### config.mk
export PLATFORM = sky130hd
export DESIGN_NAME = demux_1t16_reg_nb
export DESIGN_NICKNAME = d
export VERILOG_FILES = /design/src/rtl/demux_1t16_reg_nb.sv
export SDC_FILE = /design/constraint.sdc
export NUM_CORES = 1
export LEC_CHECK = 0
export ABC_AREA = 0
export BUFFER_PORTS_ARGS = -buffer_cell sky130_fd_sc_hd__buf_2
export CORE_ASPECT_RATIO = 1.5
export CORE_UTILIZATION = 45
export CTS_CLUSTER_SIZE = 16
export DETAILED_ROUTE_END_ITERATION = 6
export PLACE_DENSITY = 0.8
export REMOVE_ABC_BUFFERS = 1
export SYNTH_ARGS = -nofsm -noshare
export SYNTH_HDL_FRONTEND = slang
export SYNTH_SLANG_ARGS = --single-unit
### constraint.sdc
create_clock -name CLK -period 1.8 [get_ports CLK]
set_clock_uncertainty 0.15 [all_clocks]
set_input_delay 0.36 -clock CLK [delete_from_list [all_inputs] [get_ports CLK]]
set_output_delay 0.36 -clock CLK [all_outputs]
set_load 0.05 [all_outputs]
### src/rtl/demux_1t16_reg_nb.sv
// demux_1t16_reg_nb: registered 1-to-16 write demultiplexer.
// A write strobe steers DIN into one of 16 holding registers selected by SEL.
// Each destination carries a pending flag that stays set until its consumer
// acknowledges it. An overwrite of unacknowledged data raises a one-cycle ERR.
// Every output comes straight from a flop, so no input reaches an output
// without passing through a register.
// Optional feature, macro DEMUX_READBACK_EN: adds RD_SEL/RD_DATA, a registered
// readback of the holding registers with no write-through.

module demux_1t16_reg_nb #(
  parameter int n = 8
) (
  input  logic         CLK,
  input  logic         RST,
  input  logic         WE,
  input  logic [3:0]   SEL,
  input  logic [n-1:0] DIN,
  input  logic [15:0]  ACK,
`ifdef DEMUX_READBACK_EN
  input  logic [3:0]   RD_SEL,
`endif
  output logic [n-1:0] Q0,
  output logic [n-1:0] Q1,
  output logic [n-1:0] Q2,
  output logic [n-1:0] Q3,
  output logic [n-1:0] Q4,
  output logic [n-1:0] Q5,
  output logic [n-1:0] Q6,
  output logic [n-1:0] Q7,
  output logic [n-1:0] Q8,
  output logic [n-1:0] Q9,
  output logic [n-1:0] Q10,
  output logic [n-1:0] Q11,
  output logic [n-1:0] Q12,
  output logic [n-1:0] Q13,
  output logic [n-1:0] Q14,
  output logic [n-1:0] Q15,
  output logic [15:0]  UPD,
  output logic [15:0]  PEND,
  output logic         ERR
`ifdef DEMUX_READBACK_EN
  ,
  output logic [n-1:0] RD_DATA
`endif
);

  logic [n-1:0] r_q [16];
  logic [15:0]  r_upd;
  logic [15:0]  r_pend;
  logic         r_err;
  logic [15:0]  w_set;

  // One-hot mask of the destination being written this cycle, empty when idle.
  always_comb begin
    // NOTE: every combinational output gets a default first so no path leaves it unassigned (no latch).
    w_set = '0;
    if (WE) w_set = 16'b1 << SEL;
  end

  // Holding registers: only the selected destination loads; the others hold.
  always_ff @(posedge CLK) begin
    // NOTE: sequential state uses non-blocking assignments so every flop samples pre-edge values.
    if (RST) begin
      // NOTE: the holding registers are architecturally visible and must read 0 after reset, so this small array is reset explicitly.
      for (int i = 0; i < 16; i++) r_q[i] <= '0;
    end else if (WE) begin
      r_q[SEL] <= DIN;
    end
  end

  // Update pulse lines up with the cycle in which the new Q value appears.
  always_ff @(posedge CLK) begin
    if (RST) r_upd <= '0;
    else     r_upd <= w_set;
  end

  // Pending flags: a write sets the flag and wins over a same-cycle ACK,
  // because that ACK refers to the data being replaced.
  always_ff @(posedge CLK) begin
    if (RST) r_pend <= '0;
    else     r_pend <= w_set | (r_pend & ~ACK);
  end

  // Overwrite error: a write to a still-pending destination that is not
  // being acknowledged in the same cycle. The pulse is not sticky.
  always_ff @(posedge CLK) begin
    if (RST) r_err <= 1'b0;
    else     r_err <= WE && r_pend[SEL] && !ACK[SEL];
  end

`ifdef DEMUX_READBACK_EN
  logic [n-1:0] r_rd_data;

  // Readback samples the pre-write contents, so a same-cycle write is not forwarded.
  always_ff @(posedge CLK) begin
    if (RST) r_rd_data <= '0;
    else     r_rd_data <= r_q[RD_SEL];
  end

  assign RD_DATA = r_rd_data;
`endif

  assign Q0   = r_q[0];
  assign Q1   = r_q[1];
  assign Q2   = r_q[2];
  assign Q3   = r_q[3];
  assign Q4   = r_q[4];
  assign Q5   = r_q[5];
  assign Q6   = r_q[6];
  assign Q7   = r_q[7];
  assign Q8   = r_q[8];
  assign Q9   = r_q[9];
  assign Q10  = r_q[10];
  assign Q11  = r_q[11];
  assign Q12  = r_q[12];
  assign Q13  = r_q[13];
  assign Q14  = r_q[14];
  assign Q15  = r_q[15];
  assign UPD  = r_upd;
  assign PEND = r_pend;
  assign ERR  = r_err;

endmodule
==> results.json <==
{
  "outcome": "finished, violations left",
  "violations": "design-rule violations",
  "path_class": "in2reg",
  "clock_latency_ps": 410,
  "io_pins": 192,
  "whs_endpoint": "PEND[9]",
  "setup_viol": 0,
  "syn_area_um2": 6200,
  "cts_tree": "built",
  "ys.flop_type": "edfxtp_1",
  "min-delay-start": "ACK[9]",
  "timing.rr.start": "PEND[14]",
  "hold_ws_ps": 62.6,
  "whs_path_depth": 2,
  "rows": 52,
  "slew_violations": 0,
  "synth_cell_types": 33,
  "io_buffers": 191,
  "htree_levels": 4,
  "cts_root_buffer": "clkbuf_16",
  "path_max_fanout": 2,
  "grt_max_degree": 34,
  "synth-seq-cells": 161,
  "hold_viol": 0,
  "syn_avg_cell_area_um2": 15.3,
  "rrSetupSlack_ps": 310,
  "setup_tns_ps": 0,
  "die_w_um": 97.8,
  "die_y_um": 146,
  "leakagePower_uw": 0.00337,
  "first_global_vias": 4068,
  "cts_buffers": 17,
  "synth_top_area_share_pct": 62.0,
  "post_drt_wl_per_cell_um": 18.9,
  "drive_above_1_share_pct": 42.7,
  "wirelength_um": 15100,
  "drt_iter0_drc": 214,
  "ys_seq_area_share_pct": 72.7,
  "ir_drop_mv": 0.616,
  "synthTopCellsByArea": "edfxtp_1 62%, and2_1 13%, dfxtp_1 11%",
  "rsz0062_at_grt": "no",
  "grt_pass1_wl_um": 23100,
  "layout_worst_path_cycle_share_pct": 91.6,
  "top_usage_layer": "met2",
  "antenna_left": 0,
  "grt_use_total_pct": 22.1,
  "start_util_pct": 46.0,
  "cts_resized": 0,
  "use_met3_pct": 4.27,
  "core_um2": 13500,
  "nets": 656,
  "hpwlAfterDp_um": 10600,
  "async_flop_share_pct": 0,
  "clk_path_buf_depth": 2,
  "synth_common_cells": "128 x and2_1, 128 x edfxtp_1, 33 x dfxtp_1, 20 x nand2b_1, 16 x o21bai_1",
  "r2r_cells": 4,
  "num_antenna_cells": 0,
  "critPathLaunchType": "input port",
  "grt_remaining_overflow": 0,
  "max_freq_mhz": 606,
  "firstDrtPassIters": 6,
  "worstPathRequired_ps": 1950,
  "end_kind": "flip-flop",
  "die_area_um2": 14300,
  "num_vias": 3944,
  "yosysWarnings": 0,
  "clk_pin_slew_ps": 60,
  "maxSlewHeadroom_pct": 71.0,
  "postSynthCellCount": 405,
  "viasPerCell": 4.94,
  "place_congestion": 0.876,
  "maxCapViolations": 0,
  "power_density_nw_per_um2": 1120,
  "cp.arrival_ps": 1790,
  "min_path_type": "in2reg",
  "yosys.area.top_type": "edfxtp_1",
  "synth-edff-count": 128,
  "worstReg2RegEnd": "ERR",
  "use_met2_pct": 40.2,
  "finalCriticalPeriod_ps": 1650,
  "drc_errors": 22,
  "clkSinkCount": 161,
  "syn2layout_area_growth_pct": 30.2,
  "antenna_found_initial": 0,
  "worstMarginPinSlew_ps": 434,
  "grt.met1_usage_pct": 24.9
}
==> worst max path at each step <==
stage,startpoint,slack (ps),to,cells after the start
2_1_floorplan,PEND[15],7,ERR,4
3_3_place_gp,RST,40,r_q[15][4],5
3_5_place_dp,RST,-20,r_q[11][5],5
4_1_cts,ACK[11],170,ERR,6
5_1_grt,ACK[11],100,ERR,6
6_report,ACK[11],150,ERR,6
==> power breakdown <==
group / total, µW / internal, µW / switching (µW)
combinational: 1210 / 240 / 974
clock: 3610 / 2170 / 1430
sequential: 4250 / 4190 / 53.9
total: 9070 / 6610 / 2460
==> worst max-delay path, stage by stage <==
cell and delay [ps]:
dlygate4sd3_1 520, buf_2 110, and3b_1 160, o21ai_0 200, a221oi_2 80, or3_1 360
==> layout by cell type (no fill, tap or decap), types with 2 or more instances in the layout <==
cell / n
nor2_4: 8
nand3_1: 2
nand2_1: 4
nand2b_1: 20
or2_1: 2
inv_6: 3
buf_2: 191
bufinv_16: 3
edfxtp_1: 128
o22ai_1: 14
clkinv_1: 2
nor2_8: 4
nor2_2: 4
dfxtp_1: 33
and2_1: 128
mux4_2: 3
clkinv_2: 3
nor3_1: 2
buf_4: 28
o21bai_1: 16
clkbuf_16: 17
o32ai_1: 2
clkinvlp_4: 2
inv_1: 3
==> state kept, by name (all words and copies together) (netlist names) <==
| signal | flops |
|---|---|
| UPD | 16 |
| r_q | 128 |
| PEND | 16 |
| ERR | 1 |
==> stage by stage <==
stage	total power, µW	util [%]	worst slack [ps]	area (µm²)	instances
after floorplan	5150	-	7.21	6080	385
after global placement	5530	55.5	42.3	7470	767
after detailed placement	5550	55.5	-15.1	7470	767
after CTS	9120	59.9	166	8070	799
after global routing	9320	59.9	95.3	8070	799
final	9070	59.9	151	8070	799
==> final cells by class <==
cell class | instances | area, µm²
Clock buffer | 17 | 425
Clock inverter | 14 | 163
Fill cell | 1046 | 5400
Inverter | 3 | 11.3
Multi-Input combinational cell | 221 | 1560
Sequential cell | 161 | 4500
Tap cell | 162 | 203
Timing Repair Buffer | 221 | 1200
==> layer usage <==
metal	share of wire, %	vias to the layer above
li1	-	1862
met1	38	1920
met2	56	144
met3	4.0	18
met4	2.3	0
met5	0	-
==> what timing repair did <==
item	CTS	global route
hold buffers	1	0
endpoints found under the setup margin	0	0
hold endpoints to repair	1	0
buffers inserted	0	0
==> cell families after synthesis <==
kind of cell           Yosys count  synth area share (%)
buffers and inverters           23                  2.06
AO/OA/AOI/OAI                   35                  4.14
multiplexers                     3                  1.09
AND/OR/NAND/NOR                183                  20.0
flip-flops                     161                  72.7
(Power assumes the default switching activity.)
